`config.mk`:
```
export PLATFORM = sky130hd
export DESIGN_NAME = dtw_ctrl_v2_flat
export DESIGN_NICKNAME = d
export VERILOG_FILES = /design/src/rtl/dtw_pkg.sv /design/src/rtl/dtw_ctrl_v2_if.sv /design/src/rtl/dtw_result_ser.sv /design/src/rtl/dtw_ctrl_v2.sv /design/src/flat_wrapper.sv
export SDC_FILE = /design/constraint.sdc
export NUM_CORES = 1
export LEC_CHECK = 0
export ABC_AREA = 0
export CELL_PAD_IN_SITES_DETAIL_PLACEMENT = 2
export CELL_PAD_IN_SITES_GLOBAL_PLACEMENT = 2
export CORE_ASPECT_RATIO = 1.1
export CORE_MARGIN = 10
export CORE_UTILIZATION = 31
export DETAILED_ROUTE_END_ITERATION = 12
export PLACE_DENSITY = 0.87
export REMOVE_ABC_BUFFERS = 1
export SLEW_MARGIN = 10
export SYNTH_ARGS = -nofsm -noshare
export SYNTH_HDL_FRONTEND = slang
export SYNTH_SLANG_ARGS = --single-unit
```
`constraint.sdc`:
```
create_clock -name clk -period 8.32 [get_ports clk]
set_input_delay 2.496 -clock clk [delete_from_list [all_inputs] [get_ports clk]]
set_output_delay 2.496 -clock clk [all_outputs]
set_load 0.005 [all_outputs]
```
`src/rtl/dtw_pkg.sv`:
```
// Shared encodings for the second-generation DTW core controller:
// command modes, controller states and result-packet constants.
package dtw_pkg;

    typedef enum logic [1:0] {
        OP_QUERY  = 2'd0,
        OP_LOAD   = 2'd1,
        OP_TQUERY = 2'd2,
        OP_RSVD   = 2'd3
    } op_mode_e;

    typedef enum logic [2:0] {
        IDLE,
        REF_LOAD,
        Q_HDR,
        Q_RUN,
        Q_WAIT,
        Q_OUT
    } state_e;

    localparam logic [7:0]  RES_TAG   = 8'hA5;
    localparam int unsigned RES_WORDS = 3;

endpackage

```
`src/rtl/dtw_ctrl_v2_if.sv`:
```
// Source/sink FIFO handshake bundle between the DTW controller and the
// AXI-stream FIFOs (source is first-word-fall-through).
interface dtw_ctrl_v2_if #(
    parameter int unsigned AXI_DW = 32
);
    logic              src_rden;
    logic              src_empty;
    logic [AXI_DW-1:0] src_data;
    logic              sink_wren;
    logic              sink_full;
    logic [AXI_DW-1:0] sink_data;

    modport master (
        output src_rden,
        input  src_empty,
        input  src_data,
        output sink_wren,
        input  sink_full,
        output sink_data
    );

    modport slave (
        input  src_rden,
        output src_empty,
        output src_data,
        input  sink_wren,
        output sink_full,
        input  sink_data
    );
endinterface

```
`src/rtl/dtw_result_ser.sv`:
```
// Result packet serialiser: pushes RES_WORDS words in order, holding the
// current word stable while the sink is full.
module dtw_result_ser
    import dtw_pkg::*;
#(
    parameter int unsigned AXI_DW = 32
) (
    input  logic                             clk,
    input  logic                             rst,
    input  logic                             load,
    input  logic [RES_WORDS-1:0][AXI_DW-1:0] words,
    input  logic                             full,
    output logic                             wren,
    output logic [AXI_DW-1:0]                data,
    output logic                             last
);

    localparam int unsigned IW = $clog2(RES_WORDS);

    logic          active;
    logic [IW-1:0] idx;

    always_ff @(posedge clk or posedge rst) begin
        if (rst) begin
            active <= 1'b0;
            idx    <= '0;
        end else if (load) begin
            active <= 1'b1;
            idx    <= '0;
        end else if (wren) begin
            if (last) begin
                active <= 1'b0;
                idx    <= '0;
            end else begin
                idx <= idx + IW'(1);
            end
        end
    end

    always_comb begin
        wren = active && !full;
        data = active ? words[idx] : '0;
        last = wren && (idx == IW'(RES_WORDS - 1));
    end

endmodule

```
`src/rtl/dtw_ctrl_v2.sv`:
```
// DTW core controller: sequences reference loading, query header capture,
// squiggle streaming to the datapath and result packetisation.
module dtw_ctrl_v2
    import dtw_pkg::*;
#(
    parameter int unsigned DW      = 16,
    parameter int unsigned AXI_DW  = 32,
    parameter int unsigned REF_AW  = 15,
    parameter int unsigned SQG_MAX = 250,
    parameter int unsigned SQG_CW  = 8
) (
    input  logic              clk,
    input  logic              rst,
    input  logic              start,
    input  logic [1:0]        op_mode,
    input  logic [AXI_DW-1:0] ref_len,
    input  logic [SQG_CW-1:0] sqg_len,
    input  logic [DW-1:0]     threshold,
    output logic              busy,
    output logic              done,
    output logic              err,
    dtw_ctrl_v2_if.master     fifo,
    output logic              ref_wren,
    output logic [REF_AW-1:0] ref_waddr,
    output logic [DW-1:0]     ref_wdata,
    output logic [REF_AW-1:0] ref_raddr,
    output logic              dp_rst,
    output logic              dp_en,
    output logic [DW-1:0]     dp_sample,
    input  logic [DW-1:0]     dp_minval,
    input  logic [AXI_DW-1:0] dp_position,
    input  logic              dp_done
);

    localparam logic [AXI_DW:0]   REF_MAX = (AXI_DW + 1)'(1) << REF_AW;
    localparam logic [SQG_CW-1:0] SQG_LIM = SQG_CW'(SQG_MAX);

    state_e            state_q, state_d;
    op_mode_e          op_q;
    logic [AXI_DW-1:0] ref_len_q;
    logic [SQG_CW-1:0] sqg_len_q;
    logic [DW-1:0]     thr_q;
    logic [AXI_DW-1:0] qid_q;
    logic [AXI_DW-1:0] pos_q;
    logic [DW-1:0]     min_q;
    logic [AXI_DW-1:0] ref_cnt;
    logic [SQG_CW-1:0] sqg_cnt;

    logic cmd_bad;
    logic pop;
    logic done_set;
    logic ser_load;
    logic ser_last;
    logic [RES_WORDS-1:0][AXI_DW-1:0] res_words;

    always_comb begin
        cmd_bad = 1'b0;
        if (op_mode == OP_RSVD || ref_len == '0 || {1'b0, ref_len} > REF_MAX)
            cmd_bad = 1'b1;
        if (op_mode != OP_LOAD && (sqg_len == '0 || sqg_len > SQG_LIM))
            cmd_bad = 1'b1;
    end

    always_comb begin
        pop      = !fifo.src_empty && (state_q inside {REF_LOAD, Q_HDR, Q_RUN});
        state_d  = state_q;
        done_set = 1'b0;
        ser_load = 1'b0;
        case (state_q)
            IDLE: begin
                if (start) begin
                    if (cmd_bad)
                        done_set = 1'b1;
                    else if (op_mode == OP_LOAD)
                        state_d = REF_LOAD;
                    else
                        state_d = Q_HDR;
                end
            end
            REF_LOAD: begin
                if (pop && ref_cnt == ref_len_q - AXI_DW'(1)) begin
                    state_d  = IDLE;
                    done_set = 1'b1;
                end
            end
            Q_HDR: begin
                if (pop)
                    state_d = Q_RUN;
            end
            Q_RUN: begin
                if (pop && sqg_cnt == sqg_len_q - SQG_CW'(1))
                    state_d = Q_WAIT;
            end
            Q_WAIT: begin
                if (dp_done) begin
                    // Live minval equals the value latched on this same edge.
                    if (op_q == OP_TQUERY && dp_minval > thr_q) begin
                        state_d  = IDLE;
                        done_set = 1'b1;
                    end else begin
                        state_d  = Q_OUT;
                        ser_load = 1'b1;
                    end
                end
            end
            Q_OUT: begin
                if (ser_last) begin
                    state_d  = IDLE;
                    done_set = 1'b1;
                end
            end
            default: state_d = IDLE;
        endcase
    end

    always_ff @(posedge clk or posedge rst) begin
        if (rst) begin
            state_q   <= IDLE;
            done      <= 1'b0;
            err       <= 1'b0;
            dp_rst    <= 1'b1;
            op_q      <= OP_QUERY;
            ref_len_q <= '0;
            sqg_len_q <= '0;
            thr_q     <= '0;
            qid_q     <= '0;
            pos_q     <= '0;
            min_q     <= '0;
            ref_cnt   <= '0;
            sqg_cnt   <= '0;
        end else begin
            state_q <= state_d;
            done    <= done_set;
            dp_rst  <= !(state_d inside {Q_RUN, Q_WAIT, Q_OUT});
            if (state_q == IDLE && start) begin
                err       <= cmd_bad;
                op_q      <= op_mode_e'(op_mode);
                ref_len_q <= ref_len;
                sqg_len_q <= sqg_len;
                thr_q     <= threshold;
                ref_cnt   <= '0;
                sqg_cnt   <= '0;
            end
            if (state_q == REF_LOAD && pop)
                ref_cnt <= ref_cnt + AXI_DW'(1);
            if (state_q == Q_HDR && pop)
                qid_q <= fifo.src_data;
            if (state_q == Q_RUN && pop)
                sqg_cnt <= sqg_cnt + SQG_CW'(1);
            if (state_q == Q_WAIT && dp_done) begin
                min_q <= dp_minval;
                pos_q <= dp_position;
            end
        end
    end

    always_comb begin
        busy          = (state_q != IDLE);
        fifo.src_rden = pop;
        ref_wren      = pop && (state_q == REF_LOAD);
        ref_waddr     = ref_cnt[REF_AW-1:0];
        ref_wdata     = ref_wren ? fifo.src_data[DW-1:0] : '0;
        ref_raddr     = REF_AW'(sqg_cnt);
        dp_en         = pop && (state_q == Q_RUN);
        dp_sample     = dp_en ? fifo.src_data[DW-1:0] : '0;
    end

    // Tag sits in the top byte; minval is zero-extended below it.
    always_comb begin
        res_words[0] = qid_q;
        res_words[1] = pos_q;
        res_words[2] = (AXI_DW'(RES_TAG) << (AXI_DW - 8)) | AXI_DW'(min_q);
    end

    dtw_result_ser #(
        .AXI_DW(AXI_DW)
    ) u_ser (
        .clk  (clk),
        .rst  (rst),
        .load (ser_load),
        .words(res_words),
        .full (fifo.sink_full),
        .wren (fifo.sink_wren),
        .data (fifo.sink_data),
        .last (ser_last)
    );

endmodule

```
`src/flat_wrapper.sv`:
```
// flat-port wrapper written by rule: the top's interface ports become plain ports
module dtw_ctrl_v2_flat import dtw_pkg::*;
#(
    parameter int unsigned DW      = 16,
    parameter int unsigned AXI_DW  = 32,
    parameter int unsigned REF_AW  = 15,
    parameter int unsigned SQG_MAX = 250,
    parameter int unsigned SQG_CW  = 8
)
  (clk, rst, start, op_mode, ref_len, sqg_len, threshold, busy, done, err, ref_wren, ref_waddr, ref_wdata, ref_raddr, dp_rst, dp_en, dp_sample, dp_minval, dp_position, dp_done, fifo_src_rden, fifo_src_empty, fifo_src_data, fifo_sink_wren, fifo_sink_full, fifo_sink_data);
  dtw_ctrl_v2_if #(.AXI_DW(AXI_DW)) fifo_i ();
  input  logic clk;
  input  logic rst;
  input  logic start;
  input  logic [1:0] op_mode;
  input  logic [AXI_DW-1:0] ref_len;
  input  logic [SQG_CW-1:0] sqg_len;
  input  logic [DW-1:0] threshold;
  output logic busy;
  output logic done;
  output logic err;
  output logic ref_wren;
  output logic [REF_AW-1:0] ref_waddr;
  output logic [DW-1:0] ref_wdata;
  output logic [REF_AW-1:0] ref_raddr;
  output logic dp_rst;
  output logic dp_en;
  output logic [DW-1:0] dp_sample;
  input  logic [DW-1:0] dp_minval;
  input  logic [AXI_DW-1:0] dp_position;
  input  logic dp_done;
  output wire logic [$bits(fifo_i.src_rden)-1:0] fifo_src_rden;
  input wire logic [$bits(fifo_i.src_empty)-1:0] fifo_src_empty;
  input wire logic [$bits(fifo_i.src_data)-1:0] fifo_src_data;
  output wire logic [$bits(fifo_i.sink_wren)-1:0] fifo_sink_wren;
  input wire logic [$bits(fifo_i.sink_full)-1:0] fifo_sink_full;
  output wire logic [$bits(fifo_i.sink_data)-1:0] fifo_sink_data;
  assign fifo_src_rden = fifo_i.src_rden;
  assign fifo_i.src_empty = fifo_src_empty;
  assign fifo_i.src_data = fifo_src_data;
  assign fifo_sink_wren = fifo_i.sink_wren;
  assign fifo_i.sink_full = fifo_sink_full;
  assign fifo_sink_data = fifo_i.sink_data;
  dtw_ctrl_v2 #(.DW(DW), .AXI_DW(AXI_DW), .REF_AW(REF_AW), .SQG_MAX(SQG_MAX), .SQG_CW(SQG_CW)) u_core (.clk(clk), .rst(rst), .start(start), .op_mode(op_mode), .ref_len(ref_len), .sqg_len(sqg_len), .threshold(threshold), .busy(busy), .done(done), .err(err), .fifo(fifo_i), .ref_wren(ref_wren), .ref_waddr(ref_waddr), .ref_wdata(ref_wdata), .ref_raddr(ref_raddr), .dp_rst(dp_rst), .dp_en(dp_en), .dp_sample(dp_sample), .dp_minval(dp_minval), .dp_position(dp_position), .dp_done(dp_done));
endmodule
```
==> results of run 1 <==
==> cell type report <==
cell class / count / area [um^2] / share of cell area
well taps: 438 / 548.0 / 0.03953
inverters: 32 / 125.1 / 0.009025
multi-input cells: 839 / 5461 / 0.3940
flip-flops and latches: 187 / 4682 / 0.3377
repair buffers: 247 / 2462 / 0.1776
clock inverters: 13 / 130.1 / 0.009386
diodes: 6 / 15.01 / 0.001083
clock buffers: 18 / 439.2 / 0.03168
==> flip-flops by register name, indices dropped and copies added (netlist names) <==
| name | cells |
|---|---|
| u_core.dp_rst | 1 |
| u_core.err | 1 |
| u_core.ref_len_q | 32 |
| u_core.done | 1 |
| u_core.sqg_len_q | 8 |
| u_core.qid_q | 32 |
| u_core.pos_q | 32 |
| u_core.sqg_cnt | 8 |
| u_core.u_ser.active | 1 |
| u_core.state_q | 3 |
| u_core.min_q | 16 |
| u_core.u_ser.idx | 2 |
| u_core.ref_cnt | 32 |
| u_core.thr_q | 16 |
| u_core.op_q | 2 |
==> tightest hold or removal path: stages (launching register included) <==
cell     delay, ns
dfrtp_1       0.35
nand2_1       0.05
nand2_1       0.06
==> synth_stat cells (2+ instances only) <==
| cell type | count |
|---|---|
| o211ai_1 | 6 |
| nor4b_1 | 3 |
| or3_4 | 2 |
| nor2b_1 | 4 |
| ha_1 | 20 |
| or3_1 | 10 |
| or2_2 | 2 |
| a211oi_1 | 5 |
| nand3_1 | 44 |
| a211o_1 | 2 |
| o41ai_1 | 2 |
| a31oi_1 | 4 |
| nor4_2 | 2 |
| xnor2_1 | 24 |
| nor3b_1 | 4 |
| nand2_1 | 188 |
| a41o_1 | 2 |
| nand3b_1 | 19 |
| and3_1 | 11 |
| a21o_1 | 4 |
| mux2_2 | 81 |
| clkbuf_1 | 50 |
| inv_1 | 31 |
| nor3_1 | 26 |
| o31ai_1 | 4 |
| nand4b_1 | 3 |
| nor4_4 | 3 |
| xor2_1 | 27 |
| mux2i_1 | 40 |
| nor4_1 | 24 |
| nand4_1 | 22 |
| buf_6 | 4 |
| and2_1 | 53 |
| dfrtp_1 | 186 |
| buf_2 | 2 |
| buf_4 | 22 |
| or4_1 | 4 |
| nor2_1 | 52 |
| nand2b_1 | 5 |
| o21ai_0 | 84 |
| a21oi_1 | 27 |
| a221oi_1 | 2 |
| o32ai_1 | 2 |
==> through the flow <==
step	instance area (um^2)	util	worst slack [ns]	total power [mW]
floorplan	10240	-	0.7402	2.428
global route	13860	0.4075	0.7982	4.313
global placement	13280	0.3903	1.095	3.056
detailed placement	13280	0.3903	0.8778	3.207
CTS	13850	0.4070	0.8943	4.078
finish	13860	0.4075	0.9013	4.032
==> cells by family after synthesis <==
group / share of synthesized area
and+or+nand+nor: 0.2368
AOI/OAI and AO/OA: 0.08356
muxes: 0.1235
buffers and inverters: 0.05002
other: 0.0003527
DFF: 0.4403
adders and majority gates: 0.02354
xor gates and xnor gates: 0.04201
==> power by group <==
| group | internal [mW] | total (mW) | switching [mW] | leakage (nW) |
|---|---|---|---|---|
| sequential | 1.19 | 1.49 | 0.304 | 2.38 |
| combinational | 0.776 | 1.71 | 0.929 | 3.16 |
| clock | 0.428 | 0.831 | 0.403 | 0.278 |
==> final timing paths <==
check | slack (ns) | cells past startpoint | start | to
setup / recovery | 0.90 | 5 | fifo_src_empty | dp_sample[3]
hold / removal | 0.49 | 2 | u_core.op_q[0] | u_core.op_q[0]
setup reg to reg | 4.56 | 10 | u_core.state_q[1] | u_core.ref_cnt[26]
hold reg to reg | 0.49 | 2 | u_core.op_q[0] | u_core.op_q[0]
max in group asynchronous | 4.66 | 3 | rst | u_core.ref_len_q[4]
min in group asynchronous | 2.53 | 2 | rst | u_core.pos_q[2]
==> per-layer routing <==
layer / track usage / part of all wire / vias up
met1: 0.2218 / 0.40 / 4875
li1: - / - / 4313
met2: 0.3612 / 0.54 / 173
met5: 0 / 0.00043 / -
met3: 0.03377 / 0.033 / 49
met4: 0.06951 / 0.028 / 2
==> impl_metrics.json, run 1 <==
{
  "drive_above_1_share": 0.1063,
  "cts_max_level": 4,
  "port_buffers": 238,
  "totalWireLength_um": 41940,
  "postCtsHoldBufs": 0,
  "antenna_left": 0,
  "dr.pass1.iters": 4,
  "gp_congestion": 0.8058,
  "grt_max_degree": 101,
  "cts_tree": "yes",
  "die_h_um": 214.2,
  "grt_setup_unrepaired": "false",
  "cpMaxStageDelayCell": "inv_1",
  "dp_hpwl_um": 31060,
  "cts_buffers": 17,
  "path_max_fanout": 22,
  "hold_viol_final": 0,
  "synth_warnings": 0,
  "insertion_delay_ns": 0.45,
  "first_global_vias": 10793,
  "period_minus_slack_ns": 7.419,
  "max_freq_ghz": 0.1348,
  "vias": 9412,
  "cp_cell_sequence": "clkdlybuf4s50_1 -> or3_1 -> inv_1 -> and2_1 -> clkdlybuf4s50_1",
  "rows": 71,
  "track_usage": 0.1967,
  "yosysTopAreaCellShare": 0.4378,
  "grt_pass1_wl_um": 65520,
  "cp_top_family": "buffers and inverters",
  "finalNonFillerCells": 1780,
  "cts_root_buf": "clkbuf_16",
  "relSlewSlack": 0.2874,
  "drc_errors": 0,
  "maxSlewViolCount": 0,
  "critPathBufInv": 3,
  "coreArea_mm2": 0.03402,
  "cts_setup_buffers": 0,
  "whs_ns": 0.4950,
  "synth.distinct_cells": 62,
  "syn-instance-count": 1131,
  "slowest_delay_ns": 0.64,
  "synth-main-ff-cell": "dfrtp_1",
  "ys_seq_area_frac": 0.4403,
  "cp.required_ns": 5.82,
  "clockBufferDepth": 2,
  "area_delta_synth_final_pct": 30.40,
  "fin_skew_ns": 0.02104,
  "initial_core_util": 0.3125,
  "async_flop_share": 1.000,
  "wl_per_cell_um": 23.56,
  "synth_seq_cells": 187,
  "antenna_found_initial": 7,
  "first_iter_violations": 494,
  "cts.sink_count": 187,
  "leakage_nw": 5.820,
  "via_per_inst": 5.288,
  "worstMarginPinSlew_ns": 1.063,
  "fin_nets": 1488,
  "synth_edf_count": 0,
  "p_per_area_mw_per_mm2": 290.9,
  "ctsResizeCount": 0,
  "drv_cap": 0,
  "synth_top_cell_by_area": "dfrtp_1",
  "crit_top_cell": "clkdlybuf4s50_1",
  "status": "complete, no violations",
  "clkTransAtPathRegs_ns": 0.07,
  "min_path_type": "reg2reg",
  "nFillCells": 3650,
  "startpoint_type": "input pin",
  "finalCritPeriodShare": 0.8917,
  "vdd_drop_max_uv": 128.1,
  "layout_common_cells": "238 x clkdlybuf4s50_1, 188 x nand2_1, 185 x dfrtp_1",
  "ioPinCount": 246,
  "setup_viol": 0,
  "final_common_cell": "clkdlybuf4s50_1",
  "synth_area_leaders": "dfrtp_1 44%, mux2_2 8.6%, nand2_1 6.6%",
  "die_w_um": 196.6,
  "dpl.cell_count": 1743,
  "path_class": "in2out",
  "syn_avg_cell_area_um2": 9.400,
  "critPathCaptureType": "output pin",
  "arrival_ns": 4.92,
  "syn-cell-area_mm2": 0.01063,
  "overflow": 0,
  "die_area_mm2": 0.04211,
  "fin_setup_tns_ns": 0
}
Power figures use the tool's default switching activity.
==> run 2: changes to the inputs <==
- CORE_ASPECT_RATIO: 1.1 -> 1.5
==> run 2 against run 1 <==
  * Worst setup slack got worse by 0.053 ns
  * Clock skew decreased by 0.0084 ns
  * Fmax fell by 0.71%
  * Die area up 0.34%
  * Flip-flop and latch count unchanged
  * Hold slack improved by 0.0079 ns
  * Largest power group unchanged
==> impl_metrics.json, run 2 (synthesized netlist as in run 1, its figures left out) <==
{
  "antenna_left": 0,
  "coreArea_mm2": 0.03406,
  "totalWireLength_um": 41620,
  "placed_area_mm2": 0.01327,
  "first_iter_violations": 405,
  "cts.sink_count": 187,
  "min_path_type": "reg2reg",
  "drc_errors": 0,
  "drive_above_1_share": 0.1075,
  "busiest_layer": "met2",
  "met1_usage": 0.2096,
  "antenna_found_initial": 7,
  "initial_core_util": 0.3121,
  "cp.required_ns": 5.82,
  "worstMarginPinSlew_ns": 0.9301,
  "cts_buffers": 17,
  "grtUsageMet3": 0.03496,
  "path_class": "in2out",
  "vias": 9405,
  "finalCritPeriodShare": 0.8981,
  "fin_area_mm2": 0.01385,
  "p_switching_mw": 1.624,
  "total_power_mw": 4.023,
  "path_max_fanout": 22,
  "grt_max_degree": 128,
  "combPwrFrac": 0.421,
  "insertion_delay_ns": 0.47,
  "maxSlewViolCount": 0,
  "period_minus_slack_ns": 7.472,
  "cts_setup_buffers": 0,
  "layout_common_cells": "238 x clkdlybuf4s50_1, 188 x nand2_1, 185 x dfrtp_1",
  "area_delta_synth_final_pct": 30.30,
  "port_buffers": 238,
  "seq_power_share": 0.376,
  "rows": 83,
  "fin_nets": 1490,
  "grt_util_met2": 0.3731,
  "via_per_inst": 5.314,
  "fin_setup_tns_ns": 0,
  "critPathCaptureType": "output pin",
  "cts_root_buf": "clkbuf_16",
  "wl_per_cell_um": 23.51,
  "clkTransAtPathRegs_ns": 0.07,
  "overflow": 0,
  "postCtsHoldBufs": 0,
  "final_common_cell": "clkdlybuf4s50_1",
  "dp_hpwl_um": 31570,
  "vdd_drop_max_uv": 147.4,
  "switching_share": 0.4036,
  "p_clk_frac": 0.203,
  "gp_congestion": 0.8222,
  "p_per_area_mw_per_mm2": 290.4,
  "drv_cap": 0,
  "fin_skew_ns": 0.01268,
  "hold_viol_final": 0,
  "first_global_vias": 10801,
  "ctsResizeCount": 0,
  "die_w_um": 171.2,
  "relSlewSlack": 0.3800,
  "die_h_um": 246.8,
  "status": "complete, no violations",
  "cts_tree": "yes",
  "p_int_mw": 2.399,
  "arrival_ns": 4.98,
  "leakage_nw": 5.819,
  "setup_viol": 0,
  "cts_max_level": 4,
  "max_freq_ghz": 0.1338,
  "grt_pass1_wl_um": 64450,
  "dr.pass1.iters": 4,
  "grt_setup_unrepaired": "false",
  "ioPinCount": 246,
  "startpoint_type": "input pin",
  "track_usage": 0.1967,
  "clockBufferDepth": 2,
  "die_area_mm2": 0.04226,
  "nFillCells": 3717
}
-- run 2: changes by cell type in the layout (fill, tap and decap cells not counted), sizes merged --
| cell | previous run | this run |
|---|---|---|
| inv | 38 | 34 |
| clkinv | 4 | 5 |
| clkbuf | 18 | 20 |
| clkinvlp | 2 | 4 |
| buf | 9 | 11 |
-- run 2: critical path, stage by stage --
cell and delay (ns):
clkdlybuf4s50_1 0.49, or3_1 0.50, inv_1 0.67, and2_1 0.28
clkdlybuf4s50_1 0.53
-- run 2: area by class of cell --
type / instances / area (um^2) / share of cell area
diodes: 6 / 15.01 / 0.001084
clock buffers: 20 / 456.7 / 0.03297
clock inverters: 12 / 113.9 / 0.008219
inverters: 32 / 127.6 / 0.009212
multi-input cells: 839 / 5461 / 0.3942
flip-flops and latches: 187 / 4682 / 0.3380
well taps: 425 / 531.8 / 0.03839
repair buffers: 249 / 2465 / 0.1779
-- run 2: final timing paths --
kind,from,to,slack (ns),depth (start not counted)
max in group asynchronous,rst,u_core.ref_cnt[20],4.22,3
min in group asynchronous,rst,u_core.qid_q[7],2.66,2
hold / removal,u_core.ref_cnt[31],u_core.ref_cnt[31],0.50,1
hold reg to reg,u_core.ref_cnt[31],u_core.ref_cnt[31],0.50,1
setup reg to reg,u_core.state_q[1],u_core.ref_cnt[30],4.56,10
setup / recovery,fifo_src_empty,dp_sample[10],0.85,5
-- run 2: power groups by stage --
stage / clock (mW) / combinational (mW) / sequential (mW)
finish: 0.818 / 1.69 / 1.51
global route: 0.881 / 1.88 / 1.56
CTS: 0.840 / 1.72 / 1.51
detailed placement: 0 / 1.69 / 1.52
global placement: 0 / 1.59 / 1.48
floorplan: 0 / 0.990 / 1.44
-- run 2: stage by stage --
stage,setup slack (ns),hold WS [ns],cells,util
final,0.8480,0.5029,1770,0.4067
after global routing,0.7855,0.5326,1768,0.4066
after CTS,0.8945,0.5083,1764,0.4063
after global placement,1.040,0.4645,1732,0.3895
after detailed placement,0.9367,0.4902,1732,0.3895
after floorplan,0.7402,0.4468,1058,-
-- run 2: per-layer routing --
metal | share of wire | wire, um
met4 | 0.026 | 1081
met2 | 0.56 | 23280
met3 | 0.035 | 1448
met5 | 0.00055 | 23
met1 | 0.38 | 15780
==> run 3: changes to the inputs <==
- CTS_CLUSTER_DIAMETER: not set -> 50
==> results of run 3 <==
The final DEF is identical to that of run 2; final timing and power are the same.
